### src/rtl/conv_layer_loader.sv
// Streams activation words, then weight words, into a conv_layer as indexed write strobes.
// It then holds compute for the MAC cycle count. Optional XOR checksum: CONV_LOADER_CHECKSUM_EN.
module conv_layer_loader #(
   parameter int NUM_INPUTS  = 1,
   parameter int NUM_OUTPUTS = 1,
   parameter int INPUT_DIM   = 5,
   parameter int KERNEL_DIM  = 3,
   parameter int DATA_SIZE   = 64,
   parameter int OUTPUT_DIM  = INPUT_DIM - KERNEL_DIM + 1
) (
   input  logic                 clk,
   input  logic                 reset,
   input  logic                 start,
   input  logic [DATA_SIZE-1:0] in_data,
   input  logic                 in_valid,
   output logic                 in_ready,
   output logic                 want_write_act,
   output logic                 want_write_weights,
   output logic [DATA_SIZE-1:0] write_data,
   output logic [15:0]          in_index3,
   output logic [15:0]          in_index2,
   output logic [15:0]          in_index1,
   output logic [15:0]          in_index0,
   output logic                 compute,
   output logic                 busy,
   output logic                 done
`ifdef CONV_LOADER_CHECKSUM_EN
   ,
   output logic [DATA_SIZE-1:0] checksum
`endif
);
   localparam logic [31:0] COMPUTE_CYCLES =
      32'(NUM_INPUTS * NUM_OUTPUTS * OUTPUT_DIM * OUTPUT_DIM * KERNEL_DIM * KERNEL_DIM);
   localparam logic [15:0] IN_LAST  = 16'(NUM_INPUTS - 1);
   localparam logic [15:0] OUT_LAST = 16'(NUM_OUTPUTS - 1);
   localparam logic [15:0] ACT_LAST = 16'(INPUT_DIM - 1);
   localparam logic [15:0] KER_LAST = 16'(KERNEL_DIM - 1);

   typedef enum logic [2:0] {IDLE, LOAD_ACT, LOAD_WGT, COMPUTE, DONE} state_t;

   state_t      state_reg;
   logic [15:0] cnt_reg [4];
   logic [15:0] lim [4];
   logic [4:0]  carry;
   logic [31:0] cycle_reg;
   logic        beat;

   assign in_ready = (state_reg == LOAD_ACT) || (state_reg == LOAD_WGT);
   assign busy     = (state_reg != IDLE);
   assign beat     = in_ready && in_valid;

   // Activation phase keeps the top counter pinned at 0 so one carry chain serves both phases.
   always_comb begin
      lim[0] = KER_LAST;
      lim[1] = KER_LAST;
      lim[2] = OUT_LAST;
      lim[3] = IN_LAST;
      if (state_reg == LOAD_ACT) begin
         lim[0] = ACT_LAST;
         lim[1] = ACT_LAST;
         lim[2] = IN_LAST;
         lim[3] = 16'd0;
      end
   end

   assign carry[0] = beat;
   generate
      for (genvar gi = 0; gi < 4; gi++) begin : g_carry
         assign carry[gi+1] = carry[gi] && (cnt_reg[gi] == lim[gi]);
      end
   endgenerate

   always_ff @(posedge clk) begin
      for (int i = 0; i < 4; i++) begin
         if (reset || state_reg == IDLE || carry[4])
            cnt_reg[i] <= '0;
         else if (carry[i])
            cnt_reg[i] <= (cnt_reg[i] == lim[i]) ? 16'd0 : cnt_reg[i] + 16'd1;
      end
   end

   always_ff @(posedge clk) begin
      if (reset) begin
         state_reg          <= IDLE;
         cycle_reg          <= '0;
         want_write_act     <= 1'b0;
         want_write_weights <= 1'b0;
         write_data         <= '0;
         in_index3          <= '0;
         in_index2          <= '0;
         in_index1          <= '0;
         in_index0          <= '0;
         compute            <= 1'b0;
         done               <= 1'b0;
      end else begin
         want_write_act     <= 1'b0;
         want_write_weights <= 1'b0;
         done               <= 1'b0;
         if (beat) begin
            write_data <= in_data;
            in_index3  <= cnt_reg[3];
            in_index2  <= cnt_reg[2];
            in_index1  <= cnt_reg[1];
            in_index0  <= cnt_reg[0];
            if (state_reg == LOAD_ACT)
               want_write_act <= 1'b1;
            else
               want_write_weights <= 1'b1;
         end
         case (state_reg)
            IDLE:     if (start) state_reg <= LOAD_ACT;
            LOAD_ACT: if (carry[4]) state_reg <= LOAD_WGT;
            LOAD_WGT: if (carry[4]) begin
                         state_reg <= COMPUTE;
                         cycle_reg <= '0;
                      end
            // First COMPUTE cycle carries the last weight strobe, so compute rises one cycle later.
            COMPUTE:  if (cycle_reg == COMPUTE_CYCLES) begin
                         compute   <= 1'b0;
                         done      <= 1'b1;
                         state_reg <= DONE;
                      end else begin
                         compute   <= 1'b1;
                         cycle_reg <= cycle_reg + 32'd1;
                      end
            DONE:     state_reg <= IDLE;
            default:  state_reg <= IDLE;
         endcase
      end
   end

`ifdef CONV_LOADER_CHECKSUM_EN
   always_ff @(posedge clk) begin
      if (reset)
         checksum <= '0;
      else if (state_reg == IDLE && start)
         checksum <= '0;
      else if (beat)
         checksum <= checksum ^ in_data;
   end
`endif

endmodule

### config.mk
export PLATFORM = sky130hd
export DESIGN_NAME = conv_layer_loader
export DESIGN_NICKNAME = d
export VERILOG_FILES = /design/src/rtl/conv_layer_loader.sv
export SDC_FILE = /design/constraint.sdc
export NUM_CORES = 1
export LEC_CHECK = 0
export BUFFER_PORTS_ARGS = -buffer_cell sky130_fd_sc_hd__buf_4
export CELL_PAD_IN_SITES_DETAIL_PLACEMENT = 1
export CELL_PAD_IN_SITES_GLOBAL_PLACEMENT = 1
export CORE_MARGIN = 4
export CORE_UTILIZATION = 37
export DETAILED_ROUTE_END_ITERATION = 7
export PLACE_DENSITY = 0.8
export SYNTH_ARGS = -nofsm -noshare
export SYNTH_HDL_FRONTEND = slang
export SYNTH_SLANG_ARGS = --single-unit
export TNS_END_PERCENT = 50
### constraint.sdc
create_clock -name clk -period 3.1 [get_ports clk]
set_input_delay 0.62 -clock clk [delete_from_list [all_inputs] [get_ports clk]]
set_output_delay 0.62 -clock clk [all_outputs]
set_load 0.03 [all_outputs]
==> impl_metrics.toml <==
[outcome]
status = "finished, final reports clean"

[finish]
final_cell_mix = "nand2_1 (313), buf_4 (217), dfxtp_1 (167)"
final_common_cell = "nand2_1"
post-route-util_pct = 48.2
drive_above_1_share_pct = 19.9
final_net_count = 1413
finalInstanceArea_um2 = 12600
area_delta_synth_final_pct = 27.4
diodes = 0

[setup_path]
reg2reg_setup_slack_ns = 0.28
crit_slowest_cell = "or4_1"
start_kind = "flip-flop"
worstPathArrival_ns = 3.21
worstReg2RegStart = "state_reg[1]"
critPathMaxStageDelay_ns = 0.59
cp-startpoint = "state_reg[1]"
ff2ff_path_depth = 6
crit_path_max_fanout = 22
endpoint = "cycle_reg[1]"
path_cells = "nor3b_2, mux2i_1, or3b_4, or4_1, nand2_2, o22ai_1"
endpoint_kind = "flip-flop"
cp.required_ns = 3.49
r2r-end = "cycle_reg[1]"
path_class = "flip-flop to flip-flop"

[power_and_ir_drop]
switching_share_pct = 24.2
worst_ir_drop_vdd_v = 0.000344
finalPower_mw = 7.06
p_seq_share_pct = 46.6
clkPwrFrac_pct = 45.6
power_frac_comb_pct = 7.8
powerDensity_nw_per_um2 = 559
switchingPower_mw = 1.71
leakage_nw = 4.76
internal-power_mw = 5.35

[routing]
post_drt_via_cell_ratio = 5.21
vias = 8814
drc = 0
first_pass_iters = 4
drt-wirelength-per-cell_um = 17.5
antenna_left = 0
drt_wl_total_mm = 29.6
drt_iter0_markers = 461

[global_routing]
antenna_found_initial = 0
grt_overflow = 0
grt_pass1_wl_mm = 47.0
grt_usage_pct = 19.3
grt_pass1_vias = 9011
grt_start_max_net_pins = 107

[floorplan]
fp.coreArea_um2 = 26200
rows = 59
die_w_um = 172
die_y_um = 172
design.die.area_um2 = 29500
ios = 202
start_util_pct = 37.8

[hold_path]
min_path_type = "input pin to flip-flop"
worstHoldStart = "in_data[5]"

[synthesis]
synthMuxAreaShare_pct = 0.366
ys_warn_count = 0
synth.distinct_cells = 58
synth_top_family_by_area = "simple AND/OR/NAND/NOR gates"
synth-seq-cells = 231
yosys.area.top_type = "dfxtp_1"
synth_seq_area_share_pct = 53.1
synth-compound-area-share_pct = 11.9
yosys.area_share.simple_pct = 25.1
syn_area_per_cell_um2 = 8.57
syn_nets = 1232
synth_top_area_share_pct = 33.7
synth_area_leaders = "dfxtp_1 (34%), edfxtp_1 (19%), nand2_1 (12%), a21oi_1 (7.0%), nor2_1 (3.6%)"
synthArstFlopShare_pct = 0
synthAdderAreaFrac_pct = 1.01
ys.flop_type = "dfxtp_1"
synth_area_um2 = 9910
syn_inst = 1156
synth_xor_area_share_pct = 5.11
synth_edf_count = 64

[sta]
fin_tns_setup_ns = 0
fmax_mhz = 354
setup_violations = 0
fin_crit_ns = 2.82
finalHoldViolations = 0
rsz0062_at_grt = "no"
period_share_pct = 91.1
worst_clock_skew_ns = 0.0110
worstMarginPinSlew_ns = 1.05
slew-limit-headroom_pct = 29.7
final_max_slew_viol_count = 0

[clock_network]
clk_path_buf_depth = 3
clock_latency_ns = 0.53
clockRootBuffer = "clkbuf_16"
cts_buffers = 26
post_cts_resized = 0
cts_tree = "built"
cts_setup_buffers = 0
cts.reportedPaths.clkPinSlew_ns = 0.06
ctsHoldBuffers = 0
htreeDepth = 1
cts_sinks = 231

[place]
dpl.hpwl_mm = 20.5
io_buffer_count = 201
dpl-instance-area_um2 = 11700
gp_congestion = 0.818

[job]
max-cap-violations = 0
logic make-up after synthesis:
| family | after synthesis |
|---|---|
| AO/OA/AOI/OAI | 210 |
| XOR/XNOR | 57 |
| adder cells (fa/ha/maj) | 8 |
| buffers and inverters | 84 |
| flip-flops | 231 |
| multiplexers | 3 |
| AND/OR/NAND/NOR | 563 |
how the worst min path moves through the flow:
stage,endpoint,slack [ns],cells after the start
after floorplan,cycle_reg[31],0.44,1
after global placement,write_data[49],0.44,2
after detailed placement,write_data[24],0.45,2
after CTS,write_data[24],0.31,3
after global routing,write_data[24],0.31,3
final,write_data[5],0.34,3
synthesized netlist by cell type (19+ instances only):
library cell,count
nand3_1,50
a21oi_1,139
inv_1,19
a31oi_1,28
and3_1,20
dfxtp_1,167
edfxtp_1,64
nor2_1,95
clkbuf_1,51
xor2_1,38
nand2_1,313
power groups by stage:
stage	sequential, mW	clock [mW]	combinational [mW]
2_1_floorplan	3.43	0	0.231
3_3_place_gp	3.35	0	0.544
3_5_place_dp	3.35	0	0.555
4_1_cts	3.29	3.29	0.559
5_1_grt	3.31	3.43	0.599
6_report	3.29	3.22	0.552
per-stage QoR:
| step | hold WS (ns) | std cells | setup slack [ns] |
|---|---|---|---|
| floorplan | 0.439 | 1156 | 0.108 |
| detailed placement | 0.448 | 1644 | 0.308 |
| finish | 0.339 | 1692 | 0.275 |
| global route | 0.313 | 1692 | 0.0737 |
| CTS | 0.313 | 1692 | 0.270 |
| global placement | 0.442 | 1644 | 0.366 |
metal layers:
metal / track usage (%) / vias up / wire length, µm
met1: 25.3 / 4260 / 12900
met4: 6.37 / 0 / 927
met3: 3.42 / 55 / 1280
met2: 32.3 / 175 / 14400
li1: - / 4324 / -
met5: 0 / - / 0
final cells by class:
cell class | count | area, µm²
repair buffers | 218 | 1650
flip-flops and latches | 231 | 5270
well taps | 335 | 419
clock inverters | 16 | 155
clock buffers | 32 | 747
inverters | 19 | 71.3
multi-input cells | 841 | 4320
fillers | 3101 | 13600
worst max-delay path, delay by kind of cell (launching register included):
family | cells | cell delay [ns]
simple gates | 4 | 1.83
compound gates | 1 | 0.18
mux | 1 | 0.27
flops | 1 | 0.40
No activity file was read; power rests on OpenSTA's default activity.
